===== src/rtl/snake_pkg.sv =====
// Shared definitions for the snake game step path.
// Defaults for the tick receiver and its pending-count width.
package snake_pkg;

  localparam int DEF_SYNC_STAGES = 2;
  localparam int STEP_MAX_PEND   = 7;

  function automatic int pend_w(input int max_pend);
    return $clog2(max_pend + 1);
  endfunction

endpackage


===== src/rtl/step_tick_rx_if.sv =====
// Step request/acknowledge handshake between the tick receiver
// and the snake update logic.
interface step_tick_rx_if #(
  parameter int PEND_W = 3
);

  logic              step_req;
  logic              step_ack;
  logic [PEND_W-1:0] pend;

  modport master (
    output step_req,
    output pend,
    input  step_ack
  );

  modport slave (
    input  step_req,
    input  pend,
    output step_ack
  );

endinterface


===== src/rtl/step_tick_rx_sync_rise_det.sv =====
// Synchronizes the slow tick into clk and emits a one-cycle rise.
// Stays quiet until the chain and prev hold post-reset samples.
module sync_rise_det #(
  parameter int STAGES = 2
) (
  input  logic clk,
  input  logic rst,
  input  logic tick_i,
  output logic rise_o
);

  localparam int ARM_W = $clog2(STAGES + 1);

  logic [STAGES-1:0] sync_q, sync_d;
  logic              prev_q, prev_d;
  logic              armed_q, armed_d;
  logic [ARM_W-1:0]  arm_cnt_q, arm_cnt_d;

  always_comb begin
    sync_d    = {sync_q[STAGES-2:0], tick_i};
    prev_d    = sync_q[STAGES-1];
    armed_d   = armed_q;
    arm_cnt_d = arm_cnt_q;
    // armed after STAGES+1 edges, once prev holds a real sample
    if (!armed_q) begin
      if (arm_cnt_q == ARM_W'(STAGES)) armed_d = 1'b1;
      else arm_cnt_d = arm_cnt_q + ARM_W'(1);
    end
  end

  always_ff @(posedge clk) begin
    if (!rst) begin
      sync_q    <= '0;
      prev_q    <= 1'b0;
      armed_q   <= 1'b0;
      arm_cnt_q <= '0;
    end else begin
      sync_q    <= sync_d;
      prev_q    <= prev_d;
      armed_q   <= armed_d;
      arm_cnt_q <= arm_cnt_d;
    end
  end

  assign rise_o = armed_q & sync_q[STAGES-1] & ~prev_q;

endmodule


===== src/rtl/step_tick_rx.sv =====
// Turns slow tick edges into queued step requests in the clk domain.
// Tracks pending steps, sticky overrun and a wrapping tick count.
module step_tick_rx
  import snake_pkg::*;
#(
  parameter int SYNC_STAGES = DEF_SYNC_STAGES,
  parameter int MAX_PEND    = STEP_MAX_PEND,
  parameter int CNT_W       = 16
) (
  input  logic             clk,
  input  logic             rst,
  input  logic             tick_in,
  input  logic             en,
  input  logic             clr_ovr,
  step_tick_rx_if.master   st,
  output logic             overrun,
  output logic [CNT_W-1:0] tick_cnt
);

  localparam int PEND_W = pend_w(MAX_PEND);

  logic              rise_raw, rise, acc, req;
  logic              ovr_set;
  logic [PEND_W-1:0] pend_q, pend_d;
  logic              ovr_q, ovr_d;
  logic [CNT_W-1:0]  cnt_q, cnt_d;

  sync_rise_det #(
    .STAGES (SYNC_STAGES)
  ) u_det (
    .clk    (clk),
    .rst    (rst),
    .tick_i (tick_in),
    .rise_o (rise_raw)
  );

  assign rise = rise_raw & en;
  assign req  = (pend_q != '0);
  assign acc  = req & st.step_ack;

  always_comb begin
    pend_d  = pend_q;
    ovr_set = 1'b0;
    unique case (1'b1)
      rise & ~acc: begin
        if (pend_q < PEND_W'(MAX_PEND)) pend_d = pend_q + PEND_W'(1);
        else ovr_set = 1'b1;
      end
      ~rise & acc: pend_d = pend_q - PEND_W'(1);
      default: pend_d = pend_q;
    endcase
    // a new overrun wins over a same-cycle clear
    ovr_d = ovr_set | (ovr_q & ~clr_ovr);
    cnt_d = cnt_q + CNT_W'(rise);
  end

  always_ff @(posedge clk) begin
    if (!rst) begin
      pend_q <= '0;
      ovr_q  <= 1'b0;
      cnt_q  <= '0;
    end else begin
      pend_q <= pend_d;
      ovr_q  <= ovr_d;
      cnt_q  <= cnt_d;
    end
  end

  assign st.step_req = req;
  assign st.pend     = pend_q;
  assign overrun     = ovr_q;
  assign tick_cnt    = cnt_q;

endmodule

===== src/flat_wrapper.sv =====
// flat-port wrapper written by rule: the top's interface ports become plain ports
module step_tick_rx_flat import snake_pkg::*;
#(
  parameter int SYNC_STAGES = DEF_SYNC_STAGES,
  parameter int MAX_PEND    = STEP_MAX_PEND,
  parameter int CNT_W       = 16
)
  (clk, rst, tick_in, en, clr_ovr, overrun, tick_cnt, st_step_req, st_pend, st_step_ack);
  step_tick_rx_if st_i ();
  input  logic clk;
  input  logic rst;
  input  logic tick_in;
  input  logic en;
  input  logic clr_ovr;
  output logic overrun;
  output logic [CNT_W-1:0] tick_cnt;
  output wire logic [$bits(st_i.step_req)-1:0] st_step_req;
  output wire logic [$bits(st_i.pend)-1:0] st_pend;
  input wire logic [$bits(st_i.step_ack)-1:0] st_step_ack;
  assign st_step_req = st_i.step_req;
  assign st_pend = st_i.pend;
  assign st_i.step_ack = st_step_ack;
  step_tick_rx #(.SYNC_STAGES(SYNC_STAGES), .MAX_PEND(MAX_PEND), .CNT_W(CNT_W)) u_core (.clk(clk), .rst(rst), .tick_in(tick_in), .en(en), .clr_ovr(clr_ovr), .st(st_i), .overrun(overrun), .tick_cnt(tick_cnt));
endmodule

===== config.mk =====
export PLATFORM = sky130hd
export DESIGN_NAME = step_tick_rx_flat
export DESIGN_NICKNAME = d
export VERILOG_FILES = /design/src/rtl/snake_pkg.sv /design/src/rtl/step_tick_rx_if.sv /design/src/rtl/step_tick_rx_sync_rise_det.sv /design/src/rtl/step_tick_rx.sv /design/src/flat_wrapper.sv
export SDC_FILE = /design/constraint.sdc
export NUM_CORES = 1
export LEC_CHECK = 0
export CORE_ASPECT_RATIO = 1.75
export CORE_MARGIN = 2
export CORE_UTILIZATION = 25
export CTS_BUF_LIST = sky130_fd_sc_hd__clkbuf_4 sky130_fd_sc_hd__clkbuf_8
export CTS_CLUSTER_DIAMETER = 200
export DETAILED_ROUTE_END_ITERATION = 8
export HOLD_SLACK_MARGIN = 0.12
export SYNTH_ARGS = -nofsm -noshare
export SYNTH_HDL_FRONTEND = slang
export SYNTH_SLANG_ARGS = --single-unit

===== constraint.sdc =====
create_clock -name clk -period 2.4 [get_ports clk]
set_input_delay 0.36 -clock clk [delete_from_list [all_inputs] [get_ports clk]]
set_output_delay 0.36 -clock clk [all_outputs]
set_load 0.05 [all_outputs]

**Word level (Yosys, flattened, before mapping)**

Index checks and enable logic that the tools add are counted.

- Bits of input ports: 6
- Logic and storage cells: 38
- Bits in registers: 26
- Output and inout bits: 21

- Bitwise operators: 14
- $lt $le $gt $ge: 1
- Reduce and logical (&&, ||, !) cells: 4
- Add/subtract/negate cells: 4
- Mux-type cells: 6
- Equality and inequality tests: 2

Operators with widths:

| operator | count |
|---|---|
| adder 16 x 1 -> 16 bit | 1 |
| bitwise AND 1 bit | 7 |
| NOT 1 bit | 6 |
| case mux 3 bit (2 select lines) | 1 |
| 2-to-1 mux 1 bit | 4 |
| AND reduction 2 bit | 2 |
| adder 3 x 1 -> 3 bit, second input constant | 1 |
| less-than comparator 3 bit, second input constant | 1 |
| 2-to-1 mux 3 bit | 1 |
| nonzero test 3 bit | 1 |
| subtractor 3 x 1 -> 3 bit, second input constant | 1 |
| adder 2 x 1 -> 2 bit, second input constant | 1 |
| == test 2 bit, second input constant | 1 |
| inequality test 2 bit, second input constant | 1 |
| nonzero test 2 bit | 1 |
| OR 1 bit | 1 |

**Logic depth before layout (Yosys ltp)**

Gate-level depths: netlist (run 1).

- Word-level depth: 7
- Depth in mapped cells: 8
- Gate-level depth less buffers: 8

**Cells and area by module**

Synthesis (run 1) repeated with hierarchy kept, for this count alone.

- Cells, all modules: 138
- Area, all modules: 1232.4 um^2

Modules (own cells, without submodules):

| module | cells an instance | area an instance (um^2) | instances | sequential area each (um^2) |
|---|---|---|---|---|
| step_tick_rx | 118 | 1024.7 | 1 | 400.4 |
| sync_rise_det | 20 | 207.7 | 1 | 120.1 |

**Worst setup path after synthesis (run 1)**

Ideal clock, no wire load.

- Kind: register to register
- From: reg u_core.pend_q[2] (netlist: u_core.st.pend[2])
- To: reg u_core.pend_q[2] (netlist: u_core.st.pend[2])
- Arrival: 2.043 ns
- Cell stages (with the launch flop): 6
- Path slack: 0.231 ns
- Buffers on the path: 0
- Data required time: 2.274 ns
- Library setup time: 0.126 ns
- Period minus slack after synthesis: 2.169 ns
- Cell sequence: dfxtp_1 > or3_1 > nand3_1 > fa_1 > o21ai_0 > a31oi_1

- Longest elaborated chain between the ends: 6
- Elaborated cells between the ends (all ways): 13
- Those cells by class: add/sub (2); order compare (1); eq/ne (1); mux (2); bitwise (4); reduce/logical (3)

RTL lines:

| item | RTL line | RTL |
|---|---|---|
| from (decl) | step_tick_rx.sv:24 | `logic [PEND_W-1:0] pend_q, pend_d;` |
| from (signal assigned) | step_tick_rx.sv:63 | `pend_q <= pend_d;` |
| nonzero test 3 bit (*) | step_tick_rx.sv:38 | `assign req = (pend_q != '0);` |
| net st_step_req | flat_wrapper.sv:17 | `output wire logic [$bits(st_i.step_req)-1:0] st_step_req;` |
| bitwise AND 1 bit (*) | step_tick_rx.sv:39 | `assign acc = req & st.step_ack;` |
| NOT 1 bit | step_tick_rx.sv:45 | `rise & ~acc: begin` |
| bitwise AND 1 bit | step_tick_rx.sv:45 |  |
| inequality test 2 bit (no line) / nonzero test 2 bit (equally long branches) | -- |  |
| AND reduction 2 bit (no line) | -- |  |

The timed path passes the listed nets; every way through them passes the cells marked *. The select of a mux whose other input is x is not followed.
A chain may end at the register's enable or synchronous reset.

**Final worst setup path (run 1)**

- From: reg u_core.pend_q[2] (netlist: u_core.st.pend[2])
- To: out st_step_req

- Longest elaborated chain between the ends: 1

RTL lines:

| item | RTL line |
|---|---|
| nonzero test 3 bit | step_tick_rx.sv:38 |
| to (decl) | flat_wrapper.sv:17 |

Every way passes these cells.

==> results of run 1 <==
registers in the layout (all words and copies together) (netlist names):
register,count
u_core.overrun,1
u_core.st.pend,3
u_core.u_det.sync_q,2
u_core.u_det.prev_q,1
u_core.tick_cnt,16
u_core.u_det.arm_cnt_q,2
u_core.u_det.armed_q,1
worst reg2reg max path, cell delays in order (launching register included):
cell and delay (ps):
dfxtp_1 310, nand4b_2 240, inv_1 130, ha_1 170, nand3_2 100, or3_1 400, or3_1 320, a21oi_1 140
path summary, 6_finish.rpt:
check                               startpoint                                 to  slack, ps  cells after the start
max             u_core.st.pend[2]$_SDFFE_PN0P_                        st_step_req        240                      2
min          u_core.u_det.sync_q[0]$_SDFF_PN0_  u_core.u_det.sync_q[1]$_SDFF_PN0_        440                      1
max reg2reg     u_core.u_det.prev_q$_SDFF_PN0_     u_core.tick_cnt[13]$_SDFF_PN0_        520                      7
min reg2reg  u_core.u_det.sync_q[0]$_SDFF_PN0_  u_core.u_det.sync_q[1]$_SDFF_PN0_        440                      1
power by group through the flow:
stage	Sequential, mW	Combinational, mW	Clock (mW)
floorplan	0.485	0.0776	0
global route	0.477	0.130	0.305
finish	0.472	0.116	0.283
detailed placement	0.482	0.119	0
global placement	0.482	0.117	0
CTS	0.473	0.119	0.294
cell families (layout without fill, tap and decap cells):
kind of cell	Yosys count	after routing	share of synthesized area [%]
AND/OR/NAND/NOR	63	63	28.0
buffers and inverters	11	44	3.44
multiplexers	4	4	3.44
adder cells (fa/ha/maj)	5	5	5.83
AO/OA/AOI/OAI	15	15	7.92
flip-flops	26	26	43.3
XOR/XNOR	11	11	8.02
layer usage:
| metal | routed length (um) | up-vias | GRT usage [%] |
|---|---|---|---|
| met5 | 0 | - | 0 |
| met3 | 89 | 4 | 1.61 |
| met2 | 1280 | 20 | 18.3 |
| met1 | 1040 | 447 | 11.9 |
| met4 | 46 | 0 | 4.76 |
| li1 | - | 523 | - |
cell type report:
class	instances	share of cell area (%)
multi-input cells	98	39.7
clock buffers	4	3.42
flip-flops and latches	26	32.3
repair buffers	31	18.5
well taps	52	4.04
inverters	9	2.10
layout by cell type (no fill, tap or decap), types with 3 or more instances in the layout:
master and instances:
mux2i_1 3, a21oi_1 5, nand2_1 10, nor2_1 17, clkdlybuf4s50_1 26, buf_4 5, ha_1 4, clkbuf_8 4
nor4_1 3, dfxtp_1 26, inv_1 8, and2_1 6, or3_1 3, o21ai_0 4, xnor2_1 9, nand3_1 7
nand2b_1 3
metrics by stage:
stage,instances,worst slack [ps],hold WS [ps]
floorplan,135,231,412
global placement,216,96.2,417
detailed placement,216,69.4,427
CTS,220,233,452
global route,220,187,469
finish,220,239,444
==> results by group, run 1 <==
Worst setup path
  – CP cell instances: or3_1 -> clkdlybuf4s50_1
  – Worst path required time: 2040 ps
  – Crit path max-delay family: buffers and inverters
  – Worst Path Arrival: 1800 ps
  – Critical Path Fanout Max: 7
  – Setup crit start kind: flip-flop
  – CP Buf/Inv Count: 1
  – Slowest-stage cell, CP: clkdlybuf4s50_1
  – Endpoint type of the worst setup path: primary output
  – Crit path kind: reg -> out
  – Slowest Stage Delay on Critical Path: 720 ps

Synthesis
  – Seq/Total Area, Yosys: 43.3%
  – Most frequent cell after synthesis: dfxtp_1
  – Yosys reg bits: 26
  – Synth top cells by count: dfxtp_1, nor2_1, nand2_1, xnor2_1, inv_1
  – Cells after Synth: 135
  – Fraction of registers with async set/reset: 0%
  – Synth warn: 0
  – EDFF count, synth: 0
  – Library cells used by synthesis: 34
  – Top FF cell, synth: dfxtp_1
  – Mapped cell area: 1200 um2
  – Syn nets: 146
  – Yosys top cell by area: dfxtp_1
  – Mapped Avg Cell Area: 8.90 um2
  – Main area contributors after synthesis: dfxtp_1, xnor2_1, nor2_1
  – Top cell type's share of synthesized area: 43.3%

Finish
  – Layout fillers: 479
  – Syn-to-layout area delta: 34.2%
  – Fin area: 1610 um2
  – Antenna cells: 0
  – Proportion of layout cells with a drive suffix above 1: 9.52%
  – Reg area: 520 um2
  – Final Net Count: 180
  – Multi-input logic area: 639 um2
  – Post-layout util: 34.5%

Global route
  – Largest net degree at the start of global routing: 19
  – Grt ovf: 0
  – Total GRT Usage: 10.3%
  – Initial antenna violation count: 0
  – Vias in the first global route: 958
  – Wire length of the first global-routing pass: 4360 um

Timing
  – Setup TNS: 0 ps
  – Crit path time final: 2160 ps
  – Max Slew Vio Count: 0
  – Fin. Hold Viols: 0
  – Final period util: 90.1%
  – Peak Freq: 463 MHz
  – RSZ-0062 raised after global routing: no
  – Least-Margin Pin Slew: 522 ps
  – Endpoints failing setup: 0
  – Layout Skew: 4.15 ps
  – Worst slew margin: 65.1%

Drt
  – Per-cell routed wire length: 11.2 um
  – Antenna Nets Post-Route: 0
  – DRT Pass-1 Iters: 4
  – 1st-iter DRT viols: 20
  – Vias post-DR: 994
  – WL final: 2450 um
  – Vias per inst: 4.52
  – # DRC: 0

Clock tree
  – Clock latency on the worst-skew pair: 270 ps
  – CTS Buf Count: 3
  – CTS resizes: 0
  – CTS Hold Bufs: 0
  – CTS clk-pin slew, worst paths: 90 ps
  – H-tree levels: 1
  – TritonCTS Sinks: 26
  – Postcts setup bufs: 0
  – Clock buffer depth: 2
  – Root Buffer: clkbuf_8
  – CTS tree: done

Placed design
  – Hpwl dp: 1920 um
  – Routability congestion estimate: 0.762
  – Dpl cell area: 1560 um2
  – IO Port Bufs: 26

Hold path
  – Hold Path Class: reg -> reg

Pwr
  – Lkg Pwr: 0.594 nW
  – Pwr Total: 0.871 mW
  – Net Sw Frac: 24.8%
  – Logic gate share of total power: 13.3%
  – Sequential power share: 54.2%
  – Power Density: 540 nW/um2
  – P_int: 0.655 mW
  – Net Switching: 0.216 mW
  – Max IR drop VDD: 0.337 mV
  – Clock power share: 32.5%

Floorplanning
  – Die X: 56.4 um
  – I/O pin count: 27
  – Die Height: 95.7 um
  – Die area: 5400 um2
  – Core Area: 4670 um2
  – Row Count: 33
  – Initial Util: 25.7%

Job
  – Max-cap violations: 0

Status
  – Status: finished, final reports clean
Power figures use the tool's default switching activity.
==> inputs of run 2 (changes only) <==
--- a/config.mk
+++ b/config.mk
@@ -12,6 +12,7 @@
 export CTS_CLUSTER_DIAMETER = 200
 export DETAILED_ROUTE_END_ITERATION = 8
 export HOLD_SLACK_MARGIN = 0.12
+export PLACE_DENSITY = 0.54
 export SYNTH_ARGS = -nofsm -noshare
 export SYNTH_HDL_FRONTEND = slang
 export SYNTH_SLANG_ARGS = --single-unit
==> run 2 against run 1 <==
Clock power down 2%. Combinational power rose by 6%. Clock-buffer cell count stayed put. Setup slack got worse by 17 ps. Power is 0.37% higher. First-iteration DRC count down 45%. Largest power group unchanged. Highest routed layer unchanged.
==> results by group, run 2 (synthesis gave the netlist of run 1 again) <==
Status
  – Status: finished, final reports clean

Global route
  – Grt ovf: 0
  – Wire length of the first global-routing pass: 4530 um
  – Total GRT Usage: 10.5%
  – Vias in the first global route: 1015
  – Largest net degree at the start of global routing: 15
  – Initial antenna violation count: 0

Pwr
  – Power Density: 542 nW/um2
  – Clock power share: 31.9%
  – Net Switching: 0.218 mW
  – Logic gate share of total power: 14.1%
  – Net Sw Frac: 25.0%
  – Pwr Total: 0.874 mW
  – Lkg Pwr: 0.594 nW
  – P_int: 0.656 mW
  – Sequential power share: 54.1%
  – Max IR drop VDD: 0.332 mV

Worst setup path
  – Worst Path Arrival: 1820 ps
  – Crit path kind: reg -> out
  – Slowest-stage cell, CP: clkdlybuf4s50_1
  – CP cell instances: or3_1 -> clkdlybuf4s50_1
  – Slowest Stage Delay on Critical Path: 720 ps
  – CP Capture Point: st_step_req
  – Critical Path Fanout Max: 7
  – Worst path required time: 2040 ps
  – Setup crit start kind: flip-flop
  – R2R Setup Slk: 530 ps
  – CP startpoint: u_core.st.pend[2]$_SDFFE_PN0P_
  – Endpoint type of the worst setup path: primary output
  – Reg2reg start: u_core.u_det.armed_q$_SDFF_PN0_
  – R2R depth: 7
  – Crit Reg-Reg Endpoint: u_core.tick_cnt[13]$_SDFF_PN0_

Floorplanning
  – Die Height: 95.7 um
  – I/O pin count: 27
  – Row Count: 33
  – Die area: 5400 um2
  – Core Area: 4670 um2
  – Die X: 56.4 um
  – Initial Util: 25.7%

Finish
  – Antenna cells: 0
  – Proportion of layout cells with a drive suffix above 1: 9.52%
  – Fin area: 1610 um2
  – Leading cell types in the layout, fill and taps excluded: clkdlybuf4s50_1, dfxtp_1, nor2_1, nand2_1, xnor2_1
  – Largest register FFs: 16
  – Final Net Count: 180
  – Syn-to-layout area delta: 34.2%

Clock tree
  – TritonCTS Sinks: 26
  – CTS resizes: 0
  – CTS clk-pin slew, worst paths: 90 ps
  – Root Buffer: clkbuf_8
  – CTS tree: done
  – Postcts setup bufs: 0
  – H-tree levels: 1
  – CTS Hold Bufs: 0
  – CTS Buf Count: 3
  – Clock latency on the worst-skew pair: 260 ps
  – Clock buffer depth: 2

Hold path
  – Hold Path Class: reg -> reg

Drt
  – Vias per inst: 4.75
  – WL final: 2690 um
  – Per-cell routed wire length: 12.2 um
  – # DRC: 0
  – Vias post-DR: 1046
  – 1st-iter DRT viols: 11
  – DRT Pass-1 Iters: 3
  – Antenna Nets Post-Route: 0

Placed design
  – Pre-CTS setup slack: 90.3 ps
  – Routability congestion estimate: 0.792
  – Dpl cell area: 1560 um2
  – IO Port Bufs: 26
  – Hpwl dp: 2150 um

Timing
  – Setup TNS: 0 ps
  – Worst slew margin: 66.2%
  – Final period util: 90.7%
  – Crit path time final: 2180 ps
  – Fin. Hold Viols: 0
  – Final setup margin: 222 ps
  – Endpoints failing setup: 0
  – RSZ-0062 raised after global routing: no
  – Layout Skew: 3.63 ps
  – Peak Freq: 459 MHz
  – Least-Margin Pin Slew: 506 ps
  – Max Slew Vio Count: 0

Job
  – Max-cap violations: 0
## run 2: cell counts in the layout (fill, tap and decap cells not counted)
Identical to the previous run, type by type.
## run 2: stage by stage
| stage | util [%] | hold WS, ps | cells |
|---|---|---|---|
| 2_1_floorplan | - | 412 | 135 |
| 3_3_place_gp | 33.4 | 423 | 216 |
| 3_5_place_dp | 33.4 | 427 | 216 |
| 4_1_cts | 34.5 | 453 | 220 |
| 5_1_grt | 34.5 | 460 | 220 |
| 6_report | 34.5 | 445 | 220 |
## run 2: worst max-delay path: cells and delay by family, from the launching register on
| family | cells | cell delay, ps |
|---|---|---|
| buf+inv | 1 | 720 |
| flops | 1 | 390 |
| simple gates | 1 | 440 |
## run 2: worst min-delay path by stage
stage	startpoint	slack, ps	cells after the start	end
6_report	u_core.u_det.sync_q[0]$_SDFF_PN0_	450	1	u_core.u_det.sync_q[1]$_SDFF_PN0_
5_1_grt	u_core.u_det.sync_q[0]$_SDFF_PN0_	460	1	u_core.u_det.sync_q[1]$_SDFF_PN0_
4_1_cts	u_core.u_det.sync_q[0]$_SDFF_PN0_	450	1	u_core.u_det.sync_q[1]$_SDFF_PN0_
3_5_place_dp	u_core.u_det.sync_q[0]$_SDFF_PN0_	430	1	u_core.u_det.sync_q[1]$_SDFF_PN0_
3_3_place_gp	u_core.u_det.sync_q[0]$_SDFF_PN0_	420	1	u_core.u_det.sync_q[1]$_SDFF_PN0_
2_1_floorplan	u_core.u_det.sync_q[0]$_SDFF_PN0_	410	1	u_core.u_det.sync_q[1]$_SDFF_PN0_
## run 2: metal layers
layer  track usage (%)  wire length, um  vias up
met2              19.7             1470       20
li1                  -                -      526
met3              1.88               91        6
met5                 0                0        -
met4              5.16               70        0
met1              11.1             1060      494
## run 2: final cells by class
type / count / area [um2]
Clock buffer: 4 / 55.1
Fill cell: 496 / 3050
Inverter: 9 / 33.8
Multi-Input combinational cell: 98 / 639
Sequential cell: 26 / 520
Tap cell: 52 / 65.1
Timing Repair Buffer: 31 / 298
## run 2: power by group through the flow
| stage | Sequential [mW] | Clock (mW) | Combinational (mW) |
|---|---|---|---|
| finish | 0.472 | 0.278 | 0.123 |
| floorplan | 0.485 | 0 | 0.0776 |
| global placement | 0.481 | 0 | 0.114 |
| CTS | 0.472 | 0.292 | 0.124 |
| detailed placement | 0.483 | 0 | 0.123 |
| global route | 0.475 | 0.306 | 0.139 |
==> inputs of run 3 (changes only) <==
==> constraint.sdc (replaced) <==
create_clock -name clk -period 2.4 [get_ports clk]
set_input_delay 0.6 -clock clk [delete_from_list [all_inputs] [get_ports clk]]
set_output_delay 0.6 -clock clk [all_outputs]
set_load 0.05 [all_outputs]
==> run 3 against run 2 <==
Sequential cell count did not move. Highest routed layer unchanged. Power rose by 9.4%. Largest cell class unchanged. Via count fell by 1.1%. Setup slack got worse by 3.3 ps. Sequential power barely moved. Cell area rose by 2.3%. Non-clock buffer count rose by 3.
==> results by group, run 3 (synthesis gave the netlist of run 1 again) <==
Status
  – Status: finished, final reports clean

Worst setup path
  – Slowest Stage Delay on Critical Path: 850 ps
  – Endpoint type of the worst setup path: primary output
  – R2R depth: 7
  – Setup crit start kind: flip-flop
  – Worst Path Arrival: 1580 ps
  – CP Buf/Inv Count: 1
  – Crit path kind: reg -> out
  – Critical Path Fanout Max: 6
  – Crit Reg-Reg Endpoint: u_core.tick_cnt[13]$_SDFF_PN0_
  – Worst path required time: 1800 ps
  – R2R Setup Slk: 650 ps
  – Crit path max-delay family: buffers and inverters
  – Slowest-stage cell, CP: clkdlybuf4s50_1
  – CP cell instances: clkdlybuf4s50_1
  – Reg2reg start: u_core.u_det.armed_q$_SDFF_PN0_

Finish
  – Proportion of layout cells with a drive suffix above 1: 11.1%
  – Largest register FFs: 16
  – Most common cell after layout, fill and taps aside: dfxtp_1
  – Leading cell types in the layout, fill and taps excluded: dfxtp_1, clkdlybuf4s50_1, nor2_1, nand2_1, xnor2_1
  – Non-filler cells, final: 223
  – Syn-to-layout area delta: 37.3%
  – Final Net Count: 183
  – Antenna cells: 0

Placed design
  – Hpwl dp: 2080 um
  – Dpl cells: 219
  – IO Port Bufs: 26
  – Routability congestion estimate: 0.752
  – Pre-CTS setup slack: -84.0 ps

Clock tree
  – Postcts setup bufs: 0
  – CTS resizes: 1
  – CTS tree: done
  – CTS Hold Bufs: 0
  – CTS Buf Count: 3
  – H-tree levels: 1
  – CTS clk-pin slew, worst paths: 90 ps
  – Clock buffer depth: 2
  – TritonCTS Sinks: 26
  – Root Buffer: clkbuf_8
  – Clock latency on the worst-skew pair: 270 ps

Job
  – Max-cap violations: 0

Timing
  – Max Slew Vio Count: 0
  – Peak Freq: 458 MHz
  – Layout Skew: 6.80 ps
  – RSZ-0062 raised after global routing: no
  – Worst slew margin: 66.3%
  – Final setup margin: 219 ps
  – Fin. Hold Viols: 0
  – Least-Margin Pin Slew: 504 ps
  – Crit path time final: 2180 ps
  – Endpoints failing setup: 0
  – Final period util: 90.9%

Hold path
  – Hold Path Class: reg -> reg
  – Hold endpoint: u_core.u_det.sync_q[1]$_SDFF_PN0_
  – Hold path startpoint: u_core.u_det.sync_q[0]$_SDFF_PN0_
  – Hold path cells: 1

Pwr
  – Pwr Total: 0.956 mW
  – Lkg Pwr: 0.619 nW
  – Power Density: 580 nW/um2
  – Max IR drop VDD: 0.360 mV

Drt
  – Vias post-DR: 1034
  – # DRC: 0
  – DRT Pass-1 Iters: 3
  – Antenna Nets Post-Route: 0
  – Vias per inst: 4.64
  – Per-cell routed wire length: 11.9 um
  – 1st-iter DRT viols: 11
  – WL final: 2650 um

Global route
  – GR met1 Demand/Resource: 10.3%
  – M3 GR Usage: 1.21%
  – Grt ovf: 0
  – Vias in the first global route: 972
  – Largest net degree at the start of global routing: 19
  – Initial antenna violation count: 0
  – Met2 GRT Util: 20.1%
  – Wire length of the first global-routing pass: 4270 um
  – Total GRT Usage: 10.2%
  – GRT busiest layer: met2

Floorplanning
  – Die Height: 95.7 um
  – Core Area: 4670 um2
  – Die area: 5400 um2
  – I/O pin count: 27
  – Die X: 56.4 um
  – Initial Util: 25.7%
  – Row Count: 33
==> run 3: worst max-delay path by stage <==
stage	startpoint	end	slack [ps]	cells after the start
floorplan	u_core.st.pend[2]$_SDFFE_PN0P_	u_core.st.pend[2]$_SDFFE_PN0P_	230	5
global placement	en	u_core.tick_cnt[13]$_SDFF_PN0_	-50	8
detailed placement	en	u_core.tick_cnt[13]$_SDFF_PN0_	-80	8
CTS	u_core.tick_cnt[2]$_SDFF_PN0_	tick_cnt[2]	200	1
global route	en	u_core.tick_cnt[13]$_SDFF_PN0_	130	8
finish	u_core.tick_cnt[2]$_SDFF_PN0_	tick_cnt[2]	220	1
==> run 3: final cells by class <==
| type | instances | area (um2) |
|---|---|---|
| Clock buffer | 3 | 41.3 |
| Inverter | 9 | 33.8 |
| Fill cell | 510 | 3020 |
| Timing Repair Buffer | 34 | 319 |
| Multi-Input combinational cell | 98 | 639 |
| Clock inverter | 1 | 30.0 |
| Sequential cell | 26 | 520 |
| Tap cell | 52 | 65.1 |
==> run 3: report_power, final <==
group          internal (mW)  leakage (nW)  switching, mW
registers              0.455         0.211         0.0182
logic                 0.0534         0.373         0.0673
clock network          0.223        0.0357          0.139
==> run 3: worst reg2reg max path, stage by stage, from the launching register on <==
cell and delay [ps]:
dfxtp_1 380, nand4b_2 130, inv_1 100, ha_1 160
nand3_2 80, or3_1 390, or3_1 310, a21oi_1 150
==> run 3: layer usage <==
layer | vias to the layer above | share of wire, %
met5 | - | 0
met4 | 0 | 1.8
met3 | 4 | 2.4
met2 | 18 | 56
met1 | 483 | 40
li1 | 529 | -
==> run 3: through the flow <==
step | TNS (ps) | hold slack (ps) | util [%] | instance area, um2
CTS | 0 | 449 | 35.3 | 1650
global route | 0 | 456 | 35.3 | 1650
finish | 0 | 445 | 35.3 | 1650
global placement | -48.5 | 424 | 33.8 | 1580
detailed placement | -140 | 422 | 33.8 | 1580
floorplan | 0 | 412 | - | 1200
